## config.mk

```make
export PLATFORM = sky130hd
export DESIGN_NAME = register_file_scoreboard_flat
export DESIGN_NICKNAME = d
export VERILOG_FILES = /design/src/rtl/register_file_scoreboard_if.sv /design/src/rtl/register_file_scoreboard.sv /design/src/flat_wrapper.sv
export SDC_FILE = /design/constraint.sdc
export NUM_CORES = 2
export LEC_CHECK = 0
export CAP_MARGIN = 20
export CORE_UTILIZATION = 55
export DETAILED_ROUTE_END_ITERATION = 10
export GPL_ROUTABILITY_DRIVEN = 0
export PLACE_DENSITY_LB_ADDON = 0.12
export SLEW_MARGIN = 20
export SYNTH_ARGS = -nofsm -noshare
export SYNTH_HDL_FRONTEND = slang
export SYNTH_SLANG_ARGS = --single-unit
```

## constraint.sdc

```tcl
create_clock -name clock -period 7.1 [get_ports clock]
set_input_delay 1.42 -clock clock [delete_from_list [all_inputs] [get_ports clock]]
set_output_delay 1.42 -clock clock [all_outputs]
set_load 0.01 [all_outputs]
```

## src/rtl/register_file_scoreboard_if.sv

```systemverilog
// rtl/register_file_scoreboard_if.sv - read/claim/writeback bus of the register file scoreboard
//
// Purpose: groups the issue-side (read, claim) and writeback-side signals of
// register_file_scoreboard so they travel as one bundle.
// Signals:
//   read_enable, rs1, rs2        issue-stage read request
//   rs1_value, rs2_value         registered read data
//   rs1_busy, rs2_busy           pending-write flags for rs1/rs2
//   claim_enable, claim_rd       destination claim at issue
//   write_enable, rd, rd_value   writeback strobe, index, data
//   busy_count                   number of busy registers
// Modports: master drives requests (issue/writeback side), slave is the register file.

interface register_file_scoreboard_if #(
  parameter int XLEN   = 32,
  parameter int ADDR_W = 5
);
  logic              read_enable;
  logic [ADDR_W-1:0] rs1;
  logic [ADDR_W-1:0] rs2;
  logic [XLEN-1:0]   rs1_value;
  logic [XLEN-1:0]   rs2_value;
  logic              rs1_busy;
  logic              rs2_busy;
  logic              claim_enable;
  logic [ADDR_W-1:0] claim_rd;
  logic              write_enable;
  logic [ADDR_W-1:0] rd;
  logic [XLEN-1:0]   rd_value;
  logic [ADDR_W:0]   busy_count;

  modport master (
    output read_enable, rs1, rs2, claim_enable, claim_rd, write_enable, rd, rd_value,
    input  rs1_value, rs2_value, rs1_busy, rs2_busy, busy_count
  );

  modport slave (
    input  read_enable, rs1, rs2, claim_enable, claim_rd, write_enable, rd, rd_value,
    output rs1_value, rs2_value, rs1_busy, rs2_busy, busy_count
  );
endinterface

```

## src/rtl/register_file_scoreboard.sv

```systemverilog
// rtl/register_file_scoreboard.sv - dual-read register file with registered reads and busy scoreboard
//
// Purpose: single-write, dual-read register file with 1-cycle registered reads,
// optional hard-wired zero register and a per-register busy scoreboard that
// lets issue detect RAW hazards against in-flight writes.
// Ports:
//   clock  rising-edge clock
//   reset  asynchronous active-low reset
//   bus    register_file_scoreboard_if.slave (reads, claims, writeback, status)
// Optional feature macro: REGFILE_BYPASS_EN
//   defined   -> write-first: a read colliding with a write returns rd_value
//   undefined -> read-first: a read colliding with a write returns the old contents

module register_file_scoreboard #(
  parameter int XLEN     = 32,
  parameter int ADDR_W   = 5,
  parameter int ZERO_REG = 1
) (
  input  logic                        clock,
  input  logic                        reset,
  register_file_scoreboard_if.slave   bus
);

  localparam int DEPTH = 2 ** ADDR_W;

  logic [XLEN-1:0]   regs_q [DEPTH];
  logic [DEPTH-1:0]  busy_q;
  logic [DEPTH-1:0]  busy_d;
  logic [ADDR_W:0]   busy_count_q;
  logic [ADDR_W:0]   busy_count_d;
  logic [XLEN-1:0]   rs1_value_q;
  logic [XLEN-1:0]   rs1_value_d;
  logic [XLEN-1:0]   rs2_value_q;
  logic [XLEN-1:0]   rs2_value_d;

  logic              rs1_zero;
  logic              rs2_zero;
  logic              wr_ok;

  // Index 0 is the hard-wired zero register only when ZERO_REG is set.
  assign rs1_zero = (ZERO_REG != 0) && (bus.rs1 == '0);
  assign rs2_zero = (ZERO_REG != 0) && (bus.rs2 == '0);

  // A write that actually lands in storage.
  assign wr_ok = bus.write_enable && !((ZERO_REG != 0) && (bus.rd == '0));

  always_comb begin
    rs1_value_d = rs1_value_q;
    rs2_value_d = rs2_value_q;
    if (bus.read_enable) begin
      if (rs1_zero) begin
        rs1_value_d = '0;
`ifdef REGFILE_BYPASS_EN
      end else if (wr_ok && (bus.rd == bus.rs1)) begin
        rs1_value_d = bus.rd_value;
`endif
      end else begin
        rs1_value_d = regs_q[bus.rs1];
      end

      if (rs2_zero) begin
        rs2_value_d = '0;
`ifdef REGFILE_BYPASS_EN
      end else if (wr_ok && (bus.rd == bus.rs2)) begin
        rs2_value_d = bus.rd_value;
`endif
      end else begin
        rs2_value_d = regs_q[bus.rs2];
      end
    end
  end

  // Claim is applied after the write-clear so a same-edge claim (newer
  // producer) wins over the retiring write to the same register.
  always_comb begin
    busy_d = busy_q;
    if (bus.write_enable) begin
      busy_d[bus.rd] = 1'b0;
    end
    if (bus.claim_enable) begin
      busy_d[bus.claim_rd] = 1'b1;
    end
    if (ZERO_REG != 0) begin
      busy_d[0] = 1'b0;
    end
  end

  // Count is taken from the next-state bits so it moves on the same edge.
  always_comb begin
    busy_count_d = '0;
    for (int i = 0; i < DEPTH; i++) begin
      busy_count_d = busy_count_d + (ADDR_W + 1)'(busy_d[i]);
    end
  end

  always_ff @(posedge clock or negedge reset) begin
    if (!reset) begin
      for (int i = 0; i < DEPTH; i++) begin
        regs_q[i] <= '0;
      end
      busy_q       <= '0;
      busy_count_q <= '0;
      rs1_value_q  <= '0;
      rs2_value_q  <= '0;
    end else begin
      if (wr_ok) begin
        regs_q[bus.rd] <= bus.rd_value;
      end
      busy_q       <= busy_d;
      busy_count_q <= busy_count_d;
      rs1_value_q  <= rs1_value_d;
      rs2_value_q  <= rs2_value_d;
    end
  end

  assign bus.rs1_value  = rs1_value_q;
  assign bus.rs2_value  = rs2_value_q;
  // Pre-edge busy state: a same-cycle write does not hide the hazard.
  assign bus.rs1_busy   = busy_q[bus.rs1];
  assign bus.rs2_busy   = busy_q[bus.rs2];
  assign bus.busy_count = busy_count_q;

endmodule

```

## src/flat_wrapper.sv

```systemverilog
// flat-port wrapper written by rule: the top's interface ports become plain ports
module register_file_scoreboard_flat 
#(
  parameter int XLEN     = 32,
  parameter int ADDR_W   = 5,
  parameter int ZERO_REG = 1
)
  (clock, reset, bus_read_enable, bus_rs1, bus_rs2, bus_claim_enable, bus_claim_rd, bus_write_enable, bus_rd, bus_rd_value, bus_rs1_value, bus_rs2_value, bus_rs1_busy, bus_rs2_busy, bus_busy_count);
  register_file_scoreboard_if #(.XLEN(XLEN), .ADDR_W(ADDR_W)) bus_i ();
  input  logic clock;
  input  logic reset;
  input wire logic [$bits(bus_i.read_enable)-1:0] bus_read_enable;
  input wire logic [$bits(bus_i.rs1)-1:0] bus_rs1;
  input wire logic [$bits(bus_i.rs2)-1:0] bus_rs2;
  input wire logic [$bits(bus_i.claim_enable)-1:0] bus_claim_enable;
  input wire logic [$bits(bus_i.claim_rd)-1:0] bus_claim_rd;
  input wire logic [$bits(bus_i.write_enable)-1:0] bus_write_enable;
  input wire logic [$bits(bus_i.rd)-1:0] bus_rd;
  input wire logic [$bits(bus_i.rd_value)-1:0] bus_rd_value;
  output wire logic [$bits(bus_i.rs1_value)-1:0] bus_rs1_value;
  output wire logic [$bits(bus_i.rs2_value)-1:0] bus_rs2_value;
  output wire logic [$bits(bus_i.rs1_busy)-1:0] bus_rs1_busy;
  output wire logic [$bits(bus_i.rs2_busy)-1:0] bus_rs2_busy;
  output wire logic [$bits(bus_i.busy_count)-1:0] bus_busy_count;
  assign bus_i.read_enable = bus_read_enable;
  assign bus_i.rs1 = bus_rs1;
  assign bus_i.rs2 = bus_rs2;
  assign bus_i.claim_enable = bus_claim_enable;
  assign bus_i.claim_rd = bus_claim_rd;
  assign bus_i.write_enable = bus_write_enable;
  assign bus_i.rd = bus_rd;
  assign bus_i.rd_value = bus_rd_value;
  assign bus_rs1_value = bus_i.rs1_value;
  assign bus_rs2_value = bus_i.rs2_value;
  assign bus_rs1_busy = bus_i.rs1_busy;
  assign bus_rs2_busy = bus_i.rs2_busy;
  assign bus_busy_count = bus_i.busy_count;
  register_file_scoreboard #(.XLEN(XLEN), .ADDR_W(ADDR_W), .ZERO_REG(ZERO_REG)) u_core (.clock(clock), .reset(reset), .bus(bus_i));
endmodule
```

Word-level counts from Yosys, hierarchy flattened --
Index checks and enable logic that the tools add are counted.
Operators by class: reductions and logical operators 8, $add $sub $neg 30, bitwise logic cells 6, muxes and demuxes 21, order comparisons 10
Operators with widths (count):
- $bwmux 1024 | 1
- $bmux 32 s5 | 2
- $mux 32 | 9
- $add 6x1->6 | 29
- $demux 32 s5 | 1
- $and 32x32->32 | 1
- $not 32->32 | 1
- $or 32x32->32 | 1
- $lt 5x6->1 const B | 4
- $ge 6x6->1 const B | 3
- $not 5->6 | 3
- $logic_not 5->1 | 3
- $bmux 1 s5 | 2
- $demux 1 s5 | 2
- $ge 5x1->1 const B | 2
- $lt 6x1->1 const B | 1
- $logic_and 1x1->1 | 4
- $mux 1 | 4
- $add 1x1->2 | 1
- $logic_not 1->1 | 1
Word-level totals: register bits after elaboration 1125, output and inout bits 72

Logic depth before layout (Yosys ltp) --
word-level depth 39, depth in mapped cells 24

Least setup slack after synthesis --
No wires, ideal clock.
kind input -> register, from input port bus_write_enable, to register u_core.busy_count_q[4], in the netlist u_core.bus.busy_count[4], path slack 0.118 ns, path buffers 3, setup time 0.123 ns, arrival 6.860 ns, stages 24, path through clkbuf_1 and2_1 clkbuf_1 nand2_1 buf_1 a22o_1 ha_1 fa_1 inv_1 fa_1 fa_1 inv_1 fa_1 inv_1 fa_1 inv_1 fa_1 ha_1 inv_1 fa_1 inv_1 a21o_1 a21oi_1 xnor2_1
On the way: cells in the longest elaborated chain, start to end 33
RTL lines:
- from (decl) | RTL line flat_wrapper.sv:17 | input wire logic [$bits(bus_i.write_enable)-1:0] bus_write_enable;
- $mux 32 * | RTL line register_file_scoreboard.sv:77 | if (bus.write_enable) begin
- $or 32x32->32 (no line)
- $mux 32 * | RTL line register_file_scoreboard.sv:80 | if (bus.claim_enable) begin
- net u_core.busy_d[1] | RTL line register_file_scoreboard.sv:28 | logic [DEPTH-1:0] busy_d;
- $add 1x1->2 * | RTL line register_file_scoreboard.sv:92 | busy_count_d = busy_count_d + (ADDR_W + 1)'(busy_d[i]);
- $add 6x1->6 * (29 in series) | RTL line register_file_scoreboard.sv:92
- net u_core.busy_count_d[4] | RTL line register_file_scoreboard.sv:30 | logic [ADDR_W:0] busy_count_d;
- to (signal assigned) | RTL line register_file_scoreboard.sv:110 | busy_count_q <= busy_count_d;
- to (decl) | RTL line register_file_scoreboard.sv:29 | logic [ADDR_W:0] busy_count_q;
The timed path passes the listed nets; every way through them passes the cells marked *. A chain may end at the register's enable or synchronous reset.

Final worst setup path --
from input port bus_rd[0], to register u_core.busy_count_q[4], in the netlist u_core.bus.busy_count[4]
On the way: cells in the longest elaborated chain, start to end 39, elaborated cells on any way between the ends 40
RTL lines:
- from (decl) | RTL line flat_wrapper.sv:18 | input wire logic [$bits(bus_i.rd)-1:0] bus_rd;
- $lt 5x6->1 (not written as such) / $ge 5x1->1 (equally long branches) | RTL line register_file_scoreboard.sv:78 | busy_d[bus.rd] = 1'b0;
- $logic_and 1x1->1 (not written as such) | RTL line register_file_scoreboard.sv:78
- $mux 1 (not written as such) | RTL line register_file_scoreboard.sv:78
- $demux 1 s5 *
- $not 32->32 (no line) *
- $and 32x32->32 (no line) *
- $mux 32 * | RTL line register_file_scoreboard.sv:77
- $or 32x32->32 (no line)
- $mux 32 * | RTL line register_file_scoreboard.sv:80
- net u_core.busy_d[1] | RTL line register_file_scoreboard.sv:28
- $add 1x1->2 * | RTL line register_file_scoreboard.sv:92
- $add 6x1->6 * (29 in series) | RTL line register_file_scoreboard.sv:92
- net u_core.busy_count_d[4] | RTL line register_file_scoreboard.sv:30
Marked as above.

==> results.yml <==
logic_synthesis:
  synthDistinctLibCells: 56
  synth-main-ff-cell: "dfrtp_1"
  synthMuxAreaShare_pct: 38.8
  ys_ff_latch: 1125
  synth_fp_nets: 4371
  async_flop_share_pct: 100
  synthAdderAreaFrac_pct: 0.960
  synth_edf_count: 0
  synth_top_family_by_area: "multiplexers"
  synth.avg_cell_area_um2: 13.9
  yosysSeqAreaShare_pct: 47.1
  synthCells: 4282
  synthXorXnorAreaFrac_pct: 0.0440
  netlist_area_um2: 59700
  synth_warnings: 0
  synthSimpleGateAreaFrac_pct: 3.44
  synth-compound-area-share_pct: 6.06
clock_network:
  cts_made_buffers: 131
  clock_sinks: 1125
  clockBufferDepth: 3
  cts_tree: "yes"
  clkLatencyLatePin_ns: 0.75
  postCtsHoldBufs: 0
  cts-htree-levels: 4
  cts.clk_slew.worst_paths_ns: 0.06
  post_cts_resized: 0
  cts-root-buf: "clkbuf_16"
  postCtsSetupBuffers: 0
power_and_ir_drop:
  p_leak_uw: 0.0291
  powerDensity_nw_per_um2: 316
  ir_drop_uv: 813
  p_seq_share_pct: 40.8
  p_int_uw: 14800
  switchingPower_uw: 6140
  clkPwrFrac_pct: 31.9
  switching_share_pct: 29.3
  p_comb_share_pct: 27.3
final_layout:
  multi_input_area_um2: 29700
  final_cell_mix: "dfrtp_1, mux2_2, mux4_2"
  mostFrequentLayoutCell: "dfrtp_1"
  seqCellArea_um2: 28200
  nFillCells: 8287
  drive_above_1_share_pct: 41.5
  final_util_pct: 61.8
  layout.nets: 4291
  fin_area_um2: 66300
  syn_to_final_growth_pct: 11.0
  instances_no_fill: 5705
place:
  hpwlAfterDp_um: 96400
  place_area_um2: 62100
  dp_slack_ns: -0.0944
  place_inst: 5471
  port_buffers: 128
timing:
  holdWs_ns: 0.397
  setup_ws_ns: 0.673
  finalCritPeriodShare_pct: 90.5
  skew_ns: 0.0269
  fmax_mhz: 156
  rsz0062_at_grt: "false"
  final_hold_viol_count: 0
  max-slew-margin-rel_pct: 25.4
  setup_violations: 0
  tightest_slew_ns: 1.12
  drv_slew: 0
  period_minus_slack_ns: 6.43
worst_hold_path:
  min_to: "u_core.regs_q[1006]"
  hp-start: "u_core.regs_q[1006]"
  hold_path.class: "flop to flop"
  min_path_cells: 0
worst_setup_path:
  crit_family: "adder cells"
  cp.arrival_ns: 7.05
  slowest_delay_ns: 0.52
  worst-path-buf-inv: 7
  r2r_end: "u_core.bus.busy_count[4]"
  endpoint_kind: "flop"
  path_depth: 23
  r2r_start: "u_core.busy_q[1]"
  crit_top_cell: "fa_1"
  cp_slowest_cell: "fa_1"
  cp_cell_sequence: "clkdlybuf4s50_1, nor2b_1, and2_1, nand2_2, a22o_1, ha_1, fa_1, inv_1, fa_1, fa_1, inv_1, fa_1, inv_1, fa_1, inv_1, fa_1, ha_1, inv_1, fa_1, inv_1, a21o_1, a21oi_1, xnor2_1"
  worstSetupPathType: "input port to flop"
  cp_max_fo: 3
  ff2ff_setup_slack_ns: 1.84
  cp_data_required_time_ns: 7.72
  reg2reg_depth: 19
  start_kind: "input port"
floorplanning:
  core_um2: 107000
  pin_count: 129
  die_area_um2: 110000
  dieWidth_um: 332
  die_h_um: 332
  num_rows: 120
  start_util_pct: 55.6
grt:
  gr-total-overflow: 0
  antenna_found_initial: 5
  grt_pass1_wl_um: 269000
  grt_max_degree: 176
  track_usage_pct: 33.2
  grt_pass1_vias: 39000
run:
  drv_cap: 0
run_status:
  status: "finished clean"
detailed_routing:
  viasPerCell: 6.83
  vias: 39000
  first_iter_violations: 3913
  first_pass_iters: 8
  drtAntennaViolNets: 0
  drcViolationCount: 0
  routedWlPerCell_um: 31.6
  totalWireLength_um: 180000
metrics by stage:
stage | total power, µW | setup TNS, ns
2_1_floorplan | 12800 | 0
3_3_place_gp | 14100 | -0.00993
3_5_place_dp | 14400 | -0.0944
4_1_cts | 21100 | 0
5_1_grt | 22100 | 0
6_report | 21000 | 0
worst register-to-register path, cell delays in order, from the launching register on:
cell and delay (ns):
dfrtp_1 0.42, a22o_1 0.24, ha_1 0.31, fa_1 0.50, inv_1 0.06, fa_1 0.46, fa_1 0.52, inv_1 0.05
fa_1 0.47, inv_1 0.05, fa_1 0.48, inv_1 0.06, fa_1 0.50, ha_1 0.16, inv_1 0.06, fa_1 0.43
inv_1 0.06, a21o_1 0.10, a21oi_1 0.07, xnor2_1 0.13
cell usage after synthesis (all sizes together), types with 34 or more instances:
library cell | number | area, µm²
a22o | 78 | 683
dfrtp | 1125 | 28200
o22a | 62 | 543
nor2b | 69 | 432
mux2i | 286 | 2860
mux2 | 1122 | 12600
buf | 132 | 691
o22ai | 103 | 644
nand2b | 37 | 231
nor3 | 39 | 195
a21oi | 70 | 350
o21ai | 35 | 175
inv | 45 | 169
clkbuf | 332 | 1250
a2111oi | 34 | 298
mux4 | 341 | 7680
nor2 | 82 | 308
power groups by stage:
stage / Combinational, µW / Sequential [µW] / Clock [µW]
after floorplan: 4380 / 8370 / 0
after global placement: 5570 / 8560 / 0
after detailed placement: 5750 / 8630 / 0
after CTS: 5770 / 8520 / 6800
after global routing: 6330 / 8710 / 7040
final: 5720 / 8560 / 6690
worst max path at each step:
stage	startpoint	end	slack, ns
after global placement	bus_rd[1]	u_core.bus.busy_count[4]	-0.01
after floorplan	bus_write_enable	u_core.bus.busy_count[4]	0.12
after CTS	bus_rd[0]	u_core.bus.busy_count[4]	0.71
after detailed placement	bus_rd[0]	u_core.bus.busy_count[4]	-0.09
final	bus_rd[0]	u_core.bus.busy_count[4]	0.67
after global routing	bus_rd[0]	u_core.bus.busy_count[4]	0.42
cells by family (layout without fill, tap and decap cells):
kind of cell / count (synthesis) / in the layout
flops: 1125 / 1125
xor+xnor: 3 / 3
simple gates: 365 / 365
buf+inv: 510 / 529
compound gates: 498 / 498
mux: 1749 / 1749
other cells: 0 / 1
fa+ha+maj: 32 / 32
state kept, by name, summed over array words and instances (netlist names):
| register | flops |
|---|---|
| u_core.bus.busy_count | 6 |
| u_core.busy_q | 31 |
| u_core.regs_q | 1024 |
| u_core.bus.rs1_value | 32 |
| u_core.bus.rs2_value | 32 |
metal layers:
| metal | global-route usage [%] | part of all wire [%] | up-vias |
|---|---|---|---|
| met2 | 52.0 | 47 | 1480 |
| met4 | 10.7 | 3.2 | 0 |
| met1 | 47.2 | 43 | 21100 |
| li1 | - | - | 16100 |
| met5 | 0 | 0 | - |
| met3 | 5.71 | 6.9 | 321 |
cell type report:
cell class / instances / area share (%)
diodes: 1 / 0.00377
clock buffers: 204 / 5.91
clock inverters: 28 / 0.487
inverters: 46 / 0.260
multi-input cells: 2647 / 44.7
flip-flops and latches: 1125 / 42.5
well taps: 1403 / 2.65
repair buffers: 251 / 3.49
No activity file was read; power rests on OpenSTA's default activity.
